## config.mk

```make
export PLATFORM = sky130hd
export DESIGN_NAME = dcache_refill_unit
export DESIGN_NICKNAME = d
export VERILOG_FILES = /design/src/rtl/dcache_pkg.sv /design/src/rtl/dcache_line_buffer.sv /design/src/rtl/dcache_refill_unit.sv
export SDC_FILE = /design/constraint.sdc
export NUM_CORES = 1
export LEC_CHECK = 0
export CAP_MARGIN = 20
export CORE_MARGIN = 2
export CORE_UTILIZATION = 52
export CTS_CLUSTER_DIAMETER = 100
export DETAILED_ROUTE_END_ITERATION = 8
export GPL_TIMING_DRIVEN = 1
export HOLD_SLACK_MARGIN = 0.03
export PLACE_DENSITY_LB_ADDON = 0.25
export SLEW_MARGIN = 20
export SYNTH_ARGS = -nofsm -noshare
export SYNTH_HDL_FRONTEND = slang
export SYNTH_HIERARCHICAL = 1
export SYNTH_SLANG_ARGS = --single-unit
```

## constraint.sdc

```tcl
create_clock -name clk -period 8.71 [get_ports clk]
set_input_delay 0.871 -clock clk [delete_from_list [all_inputs] [get_ports clk]]
set_output_delay 0.871 -clock clk [all_outputs]
set_load 0.1 [all_outputs]
```

## src/rtl/dcache_pkg.sv

```systemverilog
// dcache_pkg: shared sizing and state encoding for the D-cache miss path.
//   Dcache_index_bits : data RAM index width
//   IDX_BITS          : alias of Dcache_index_bits used for port widths
//   WORDS_PER_LINE    : 32-bit words per 128-bit line (fixed)
//   TAG_BITS          : tag width for a 32-bit address with 16-byte lines
//   refill_state_t    : refill FSM states
package dcache_pkg;

    localparam int unsigned Dcache_index_bits = 6;
    localparam int unsigned IDX_BITS          = Dcache_index_bits;
    localparam int unsigned WORDS_PER_LINE    = 4;
    localparam int unsigned TAG_BITS          = 32 - Dcache_index_bits - 4;

    typedef enum logic [2:0] {
        StIdle,
        StWbReq,
        StWbData,
        StRdReq,
        StRdData,
        StFill,
        StDone
    } refill_state_t;

endpackage

```

## src/rtl/dcache_line_buffer.sv

```systemverilog
// dcache_line_buffer: 4 x 32-bit register file holding one cache line.
// Ports:
//   clk, reset  : clock, synchronous active-high reset (clears all words)
//   clr         : synchronous clear of all words
//   load_en     : load the whole line from load_data
//   load_data   : 128-bit line to load
//   wr_en       : write one word
//   wr_slot     : word index for wr_en
//   wr_data     : word to write
//   line        : current line contents, word 0 in bits [31:0]
module dcache_line_buffer (
    input  logic         clk,
    input  logic         reset,
    input  logic         clr,
    input  logic         load_en,
    input  logic [127:0] load_data,
    input  logic         wr_en,
    input  logic [1:0]   wr_slot,
    input  logic [31:0]  wr_data,
    output logic [127:0] line
);

    logic [31:0] word_q [4];

    always_ff @(posedge clk) begin
        if (reset || clr) begin
            for (int i = 0; i < 4; i++) begin
                word_q[i] <= '0;
            end
        end else if (load_en) begin
            for (int i = 0; i < 4; i++) begin
                word_q[i] <= load_data[32*i +: 32];
            end
        end else if (wr_en) begin
            word_q[wr_slot] <= wr_data;
        end
    end

    always_comb begin
        line = '0;
        for (int i = 0; i < 4; i++) begin
            line[32*i +: 32] = word_q[i];
        end
    end

endmodule

```

## src/rtl/dcache_refill_unit.sv

```systemverilog
// dcache_refill_unit: D-cache miss handler. Writes back a dirty victim line,
// burst-reads the missing line and installs it in the data RAM in one cycle.
// Ports:
//   clk, reset                      : clock, synchronous active-high reset
//   miss_*                          : miss request from the cache controller
//   victim_dirty, victim_tag        : victim line state for writeback
//   ram_addr/strobe/wdata, ram_rdata: data RAM port (0-latency read)
//   mreq_*                          : burst request to the bus bridge
//   mw_*                            : writeback beats to the bus bridge
//   mr_*                            : refill beats from the bus bridge
//   done                            : one-cycle pulse when the line is installed
// Build option: define DCACHE_REFILL_BYPASS_EN to add byp_valid/byp_data, which
// forward the requested word as it arrives so the pipeline can restart early.
module dcache_refill_unit
    import dcache_pkg::*;
(
    input  logic                clk,
    input  logic                reset,
    input  logic                miss_valid,
    output logic                miss_ready,
    input  logic [IDX_BITS-1:0] miss_index,
    input  logic [TAG_BITS-1:0] miss_tag,
    input  logic [1:0]          miss_word,
    input  logic                victim_dirty,
    input  logic [TAG_BITS-1:0] victim_tag,
    output logic [IDX_BITS-1:0] ram_addr,
    output logic [15:0]         ram_strobe,
    output logic [127:0]        ram_wdata,
    input  logic [127:0]        ram_rdata,
    output logic                mreq_valid,
    input  logic                mreq_ready,
    output logic                mreq_write,
    output logic [31:0]         mreq_addr,
    output logic                mw_valid,
    input  logic                mw_ready,
    output logic [31:0]         mw_data,
    output logic                mw_last,
    input  logic                mr_valid,
    input  logic [31:0]         mr_data,
    input  logic                mr_last,
    output logic                done
`ifdef DCACHE_REFILL_BYPASS_EN
    ,
    output logic                byp_valid,
    output logic [31:0]         byp_data
`endif
);

    refill_state_t       state;
    logic [TAG_BITS-1:0] tag_q;
    logic [1:0]          cnt;
    logic                wb_loaded;
    logic [127:0]        wb_line;
    logic [127:0]        rd_line;
    logic                buf_clr;
    logic                wb_load;
    logic                rd_wr_en;
`ifdef DCACHE_REFILL_BYPASS_EN
    logic [1:0]          word_q;
`endif

    assign buf_clr  = (state == StDone);
    // RAM read is combinational; grab the victim only on the first WB_REQ cycle.
    assign wb_load  = (state == StWbReq) && !wb_loaded;
    assign rd_wr_en = (state == StRdData) && mr_valid;

    dcache_line_buffer u_wb_buf (
        .clk       (clk),
        .reset     (reset),
        .clr       (buf_clr),
        .load_en   (wb_load),
        .load_data (ram_rdata),
        .wr_en     (1'b0),
        .wr_slot   (2'd0),
        .wr_data   (32'd0),
        .line      (wb_line)
    );

    dcache_line_buffer u_rd_buf (
        .clk       (clk),
        .reset     (reset),
        .clr       (buf_clr),
        .load_en   (1'b0),
        .load_data (128'd0),
        .wr_en     (rd_wr_en),
        .wr_slot   (cnt),
        .wr_data   (mr_data),
        .line      (rd_line)
    );

    // ram_addr doubles as the latched miss index.
    always_ff @(posedge clk) begin
        if (reset) begin
            state      <= StIdle;
            miss_ready <= 1'b1;
            tag_q      <= '0;
            cnt        <= '0;
            wb_loaded  <= 1'b0;
            ram_addr   <= '0;
            mreq_valid <= 1'b0;
            mreq_write <= 1'b0;
            mreq_addr  <= '0;
            mw_valid   <= 1'b0;
            mw_last    <= 1'b0;
            done       <= 1'b0;
`ifdef DCACHE_REFILL_BYPASS_EN
            word_q     <= '0;
`endif
        end else begin
            unique case (state)
                StIdle: begin
                    if (miss_valid) begin
                        ram_addr   <= miss_index;
                        tag_q      <= miss_tag;
`ifdef DCACHE_REFILL_BYPASS_EN
                        word_q     <= miss_word;
`endif
                        miss_ready <= 1'b0;
                        mreq_valid <= 1'b1;
                        if (victim_dirty) begin
                            state      <= StWbReq;
                            mreq_write <= 1'b1;
                            mreq_addr  <= {victim_tag, miss_index, 4'b0000};
                        end else begin
                            state      <= StRdReq;
                            mreq_write <= 1'b0;
                            mreq_addr  <= {miss_tag, miss_index, 4'b0000};
                        end
                    end
                end
                StWbReq: begin
                    wb_loaded <= 1'b1;
                    if (mreq_ready) begin
                        wb_loaded  <= 1'b0;
                        mreq_valid <= 1'b0;
                        mw_valid   <= 1'b1;
                        mw_last    <= 1'b0;
                        state      <= StWbData;
                    end
                end
                StWbData: begin
                    if (mw_ready) begin
                        cnt     <= cnt + 2'd1;
                        mw_last <= (cnt == 2'd2);
                        if (cnt == 2'd3) begin
                            mw_valid   <= 1'b0;
                            mw_last    <= 1'b0;
                            mreq_valid <= 1'b1;
                            mreq_write <= 1'b0;
                            mreq_addr  <= {tag_q, ram_addr, 4'b0000};
                            state      <= StRdReq;
                        end
                    end
                end
                StRdReq: begin
                    if (mreq_ready) begin
                        mreq_valid <= 1'b0;
                        state      <= StRdData;
                    end
                end
                StRdData: begin
                    if (mr_valid) begin
                        cnt <= cnt + 2'd1;
                        // An early last still installs the line; missing slots stay 0.
                        if (mr_last) begin
                            state <= StFill;
                        end
                    end
                end
                StFill: begin
                    done  <= 1'b1;
                    state <= StDone;
                end
                StDone: begin
                    done       <= 1'b0;
                    cnt        <= '0;
                    miss_ready <= 1'b1;
                    state      <= StIdle;
                end
                default: state <= StIdle;
            endcase
        end
    end

    assign mw_data    = mw_valid ? wb_line[32*cnt +: 32] : 32'd0;
    // Gated by reset so a reset landing on FILL cannot write the RAM.
    assign ram_strobe = (state == StFill && !reset) ? 16'hFFFF : 16'h0000;
    assign ram_wdata  = rd_line;

`ifdef DCACHE_REFILL_BYPASS_EN
    assign byp_valid = (state == StRdData) && mr_valid && (cnt == word_q);
    assign byp_data  = byp_valid ? mr_data : 32'd0;
`endif

endmodule

```

Word-level counts from Yosys, hierarchy flattened
Memories as Yosys holds them, arrays and structs flattened.
Cells that the tools add are included.
- register bits after elaboration: 72
- memory bits (writable): 256
- output and inout port bits: 220
- memories kept: 2
- add/sub/neg operators: 1
- equality and inequality tests: 16
- shift-type cells: 1
- multiplexer cells: 53
- bitwise gates (word level): 4
- reductions and logical operators: 23
- memories (name ; depth ; bits a word ; read ports ; clocked after memory_dff ; write ports ; line ; source):
    u_rd_buf.word_q ; 4 ; 32 ; 4 ; 0 ; 4 ; dcache_line_buffer.sv:23 ; logic [31:0] word_q [4];
    u_wb_buf.word_q ; 4 ; 32 ; 4 ; 0 ; 4 ; dcache_line_buffer.sv:23 ;
- operators with widths (cell ; number):
    32-bit 2-to-1 mux ; 10
    128-bit by 8-bit variable part select with 32-bit output ; 1
    32-bit case mux with 2 select lines ; 1
    32-bit OR reduction ; 1
    1-bit 2-to-1 mux ; 22
    3-bit 2-to-1 mux ; 7
    3-bit case mux with 6 select lines ; 1
    16-bit 2-to-1 mux ; 1
    2-bit inequality test, second input constant ; 7
    1-bit case mux with 2 select lines ; 5
    3-bit equality test, second input constant ; 3
    2-bit 2-to-1 mux ; 4
    4-bit AND reduction ; 2
    2-bit nonzero test ; 4
    7-bit AND reduction ; 1
    3-bit by 2-bit equality test with 1-bit output, second input constant ; 2
    2-bit case mux with 3 select lines ; 1
    3-bit AND reduction ; 2
    3-bit nonzero test ; 2
    5-bit AND reduction ; 1
    2-bit equality test, second input constant ; 2
    1-bit OR ; 4
    2-bit AND reduction ; 2
    3-bit by 1-bit equality test with 1-bit output, second input constant ; 1
    other kinds (8) ; 11

Depth between registers and ports, before layout
- word-level depth: 7
- gate-level depth with buffers: 8
- depth with buffers taken out: 4

Modules after synthesis
The synthesis kept the hierarchy.
- by module, submodules not included (module ; times used ; cells an instance ; area an instance (µm²) ; seq. area each (µm²)):
    dcache_line_buffer ; 2 ; 313 ; 5514.0 ; 3843.7
    dcache_refill_unit ; 1 ; 493 ; 4554.4 ; 1361.3

Worst setup path after synthesis
No wires, ideal clock.
- path type: input to register
- start point: in mr_valid
- end point: mem u_rd_buf.word_q[0][0], enable pin
- library setup time: 466 ps
- arrival time: 3534 ps
- required time: 8244 ps
- slack: 4710 ps
- stages on the path: 3
- path buffers: 0
- cells stage by stage: nor3b_1 -> nand2b_1 -> o21ai_0
- RTL lines (what ; line ; source):
    start: declaration ; dcache_refill_unit.sv:38 ; input logic mr_valid,
    end: declaration ; dcache_line_buffer.sv:23 ;

Worst setup path in the final report
- start point: reg state[2]
- end point: out ram_strobe[11]
- word-level cells in the longest chain between the ends: 3
- RTL lines (what ; line ; source):
    start: declaration ; dcache_refill_unit.sv:49 ; refill_state_t state;
    start signal: assignment ; dcache_refill_unit.sv:94 ; state <= StIdle;
    start signal: assignment ; dcache_refill_unit.sv:121 ; state <= StWbReq;
    start signal: assignment ; dcache_refill_unit.sv:125 ; state <= StRdReq;
    3-bit equality test ; dcache_refill_unit.sv:187 ; assign ram_strobe = (state == StFill && !reset) ? 16'hFFFF : 16'h0000;
    1-bit logical AND ; dcache_refill_unit.sv:187 ;
    16-bit 2-to-1 mux ; dcache_refill_unit.sv:187 ;
    end: declaration ; dcache_refill_unit.sv:27 ; output logic [15:0] ram_strobe,
No other way between the ends.

==> out/summary.log <==
qor: final_layout.fin_nets 1959
qor: timing.final.min_clock_period 4.31 ns
qor: clocking.tritoncts_buffer_count 36
qor: final_layout.layout.filler_cells 2059
qor: worst_setup_path.r2r_start state[2]
qor: place.hpwl 28.8 mm
qor: timing.max_freq 232 MHz
qor: worst_setup_path.setup.worst_path.class flop to primary output
qor: timing.crit_share_post_route 49.5%
qor: clocking.cts_htree_levels 2
qor: outcome.failed_checks max-slew violations
qor: yosys.synth.yosys.seq_area_share 58.1%
qor: final_layout.areaGrowthSynthToFinish 40.6%
qor: worst_setup_path.nature_of_the_critical_path_startpoint flop
qor: clocking.clkLatencyLatePin 0.51 ns
qor: worst_setup_path.arrival 3.44 ns
qor: worst_setup_path.critPathRequiredTime 7.84 ns
qor: clocking.ctsLongestPathBuffers 3
qor: yosys.ys_warn_count 6
qor: detailed_routing.route.layer.met1.wl 16.7 mm
qor: clocking.holdBufCountCts 0
qor: place.gpl.final_weighted_congestion 0.812
qor: detailed_routing.totalWireLength 45.5 mm
qor: worst_setup_path.worst-path-max-fanout 26
qor: yosys.synth-edff-count 256
qor: yosys.syn-instance-count 1119
qor: worst_hold_path.hp-class flop to flop
qor: final_layout.layout-drive-gt1-share 8.97%
qor: floorplanning.die-height 177 µm
qor: grt.grt_util_overall 28.2%
qor: floorplanning.fp.dieArea 31400 µm²
qor: detailed_routing.drt_pass1_iterations 5
qor: yosys.combined_area_of_all_synthesized_cells 15600 µm²
qor: timing.slew_headroom -400%
qor: detailed_routing.drt_iter0_drc 1243
qor: detailed_routing.dr_total_vias 12300
qor: yosys.netlist.area_leader.share 49.3%
qor: timing.fin_ws 4.40 ns
qor: yosys.avgSynthCellArea 13.9 µm²
qor: power.power_leakage 0.00808 µW
qor: place.io_buffers 433
qor: power.p_per_area 206 nW/µm²
qor: outcome.outcome complete, but fails checks
qor: detailed_routing.drtAntennaViolNets 0
qor: grt.via_count_of_the_first_global_routing_pass 12200
qor: worst_setup_path.critical_path.endpoint_type primary output
qor: grt.grt_overflow 0
qor: timing.grt_setup_unrepaired no
qor: clocking.cts.clk_slew.worst_paths 0.06 ns
qor: timing.final_setup_fails 0
qor: worst_hold_path.hold-path-cell-count 2
qor: clocking.root_buffer clkbuf_16
qor: timing.finalHoldWorstSlack 0.450 ns
qor: timing.worst_pin_slew 7.46 ns
qor: floorplanning.die-width 177 µm
qor: power.irDropWorstVdd 132 µV
qor: detailed_routing.routed-wl-met3 4.36 mm
qor: clocking.clock-sinks 324
qor: timing.timing.clock.skew 0.0180 ns
qor: yosys.synth_area_leader_cell edfxtp_1
qor: grt.grt_pass1_wl 68.0 mm
qor: timing.setup_tns 0 ns
qor: yosys.synth_async_sr_flop_share 0%
qor: yosys.netlist-cell-type-count 45
qor: floorplanning.floorplan.initialDensity 52.7%
qor: timing.final-max-slew-violation-count 258
qor: clocking.clock_tree_from_tritoncts built
qor: floorplanning.placement_rows 63
qor: worst_setup_path.worst_r2r_dst u_rd_buf/word_q[2][26]
qor: clocking.cts.repair.resized 0
qor: floorplanning.ios 440
qor: grt.largest_net_degree_at_the_start_of_global_routing 129
qor: worst_setup_path.worst-r2r-setup-slack 5.21 ns
qor: timing.report.final.hold_viol_count 0
qor: run.cap_violations 0
qor: grt.antenna_found_initial 1
qor: yosys.main_flop_type_after_synthesis edfxtp_1
qor: floorplanning.floorplan.core_area 29600 µm²
qor: worst_hold_path.hold-path-endpoint tag_q[10]
qor: detailed_routing.top_signal_layer_used met4
qor: clocking.post-cts-setup-buffers 0
qor: yosys.synth.ff_latch_count 324
qor: detailed_routing.detail_route.drc_violations 0
qor: detailed_routing.wl_per_cell 21.1 µm
qor: detailed_routing.met2_wire_length 22.9 mm
qor: place.pre_cts_ws 4.63 ns
qor: worst_setup_path.rr_worst_depth 6
qor: worst_hold_path.hold_start tag_q[10]
qor: detailed_routing.via_per_inst 5.70
qor: yosys.synth.area.top_cells edfxtp_1 49%, a32o_1 16%, dfxtp_1 8.7%
## report_power, final
part	internal [µW]	switching [µW]
Sequential	1830	55.5
Combinational	354	832
Clock	854	587
## metrics by stage
stage / instance area [µm²] / power, µW / instances / utilization, %
global placement: 20700 / 3060 / 2087 / 70.2
global route: 21900 / 4660 / 2153 / 74.1
finish: 21900 / 4520 / 2153 / 74.1
floorplan: 16600 / 2760 / 1397 / -
CTS: 21900 / 4520 / 2150 / 73.9
detailed placement: 20700 / 3080 / 2087 / 70.2
## per-layer routing
layer / up-vias / GRT usage (%)
met3: 97 / 6.66
li1: 5579 / -
met5: - / 0
met1: 5974 / 34.2
met2: 614 / 49.2
met4: 0 / 9.99
## worst max-delay path: stages, from the launching register on
cell	delay, ns
dfxtp_1	0.90
nor2b_1	0.29
and3_1	0.49
clkdlybuf4s50_1	1.25
## registers in the layout, indices dropped and copies added (netlist names)
| signal | cells |
|---|---|
| u_rd_buf/word_q | 128 |
| u_wb_buf/word_q | 128 |
| mreq_addr | 28 |
| tag_q | 22 |
| ram_addr | 6 |
| state | 3 |
| cnt | 2 |
| done | 1 |
| miss_ready | 1 |
| mreq_valid | 1 |
| mreq_write | 1 |
| mw_last | 1 |
| mw_valid | 1 |
| wb_loaded | 1 |
## cells in the mapped netlist (3+ instances only)
cell      count
a21oi_1      35
a31oi_1       6
a32o_1      256
and2_1       34
buf_2        58
buf_4        27
buf_6        30
clkbuf_1     41
dfxtp_1      68
edfxtp_1    256
inv_1         4
mux2_2       24
mux2i_1      24
mux4_2       32
nand2_1      99
nand2b_1     24
nand3_1       4
nor2_1        5
nor2b_1       8
nor3_1        7
nor3b_1       3
nor4b_4       3
o21ai_0      12
o21bai_1      7
o221ai_1     22
o311ai_0      6
## layout by cell type (no fill, tap or decap), drive strengths merged, types with 2 or more instances in the layout
master / instances
o21ai: 13
nor2: 5
nand2: 99
nand3: 4
bufinv: 2
edfxtp: 256
a21oi: 35
o221ai: 22
nand2b: 24
clkbuf: 47
and2: 34
or2b: 2
mux4: 32
a31oi: 6
o311ai: 6
nor3: 7
clkinv: 11
mux2: 24
ha: 2
nand3b: 2
clkdlybuf4s50: 431
inv: 6
nor4b: 3
and3: 2
dfxtp: 68
or4b: 2
nor3b: 5
a32o: 256
buf: 27
nor2b: 8
mux2i: 24
conb: 279
o21bai: 7
## worst max path at each step
stage	end	cells after the start	from	slack (ns)
2_1_floorplan	u_rd_buf/word_q[0][0]	3	mr_valid	4.71
3_3_place_gp	ram_strobe[0]	5	reset	4.72
3_5_place_dp	ram_strobe[11]	5	reset	4.63
4_1_cts	ram_strobe[11]	3	state[2]	4.40
5_1_grt	ram_strobe[11]	3	state[2]	4.21
6_report	ram_strobe[11]	3	state[2]	4.40
## layout make-up
type	instances	area, µm²	area share (%)
Sequential cell	324	9050	41.3
Multi-Input combinational cell	913	6700	30.6
Timing Repair Buffer	458	4540	20.7
Clock buffer	47	983	4.49
Tap cell	390	488	2.23
Clock inverter	16	131	0.600
Inverter	4	15.0	0.0685
Antenna cell	1	2.50	0.0114
## logic make-up after synthesis
group,after synthesis,share of synthesized area [%]
AOI/OAI and AO/OA,352,20.6
DFF,324,58.1
and+or+nand+nor,200,6.85
buffers and inverters,160,6.42
muxes,80,7.90
adders and majority gates,2,0.161
other,1,0.0241
(Power assumes the default switching activity.)
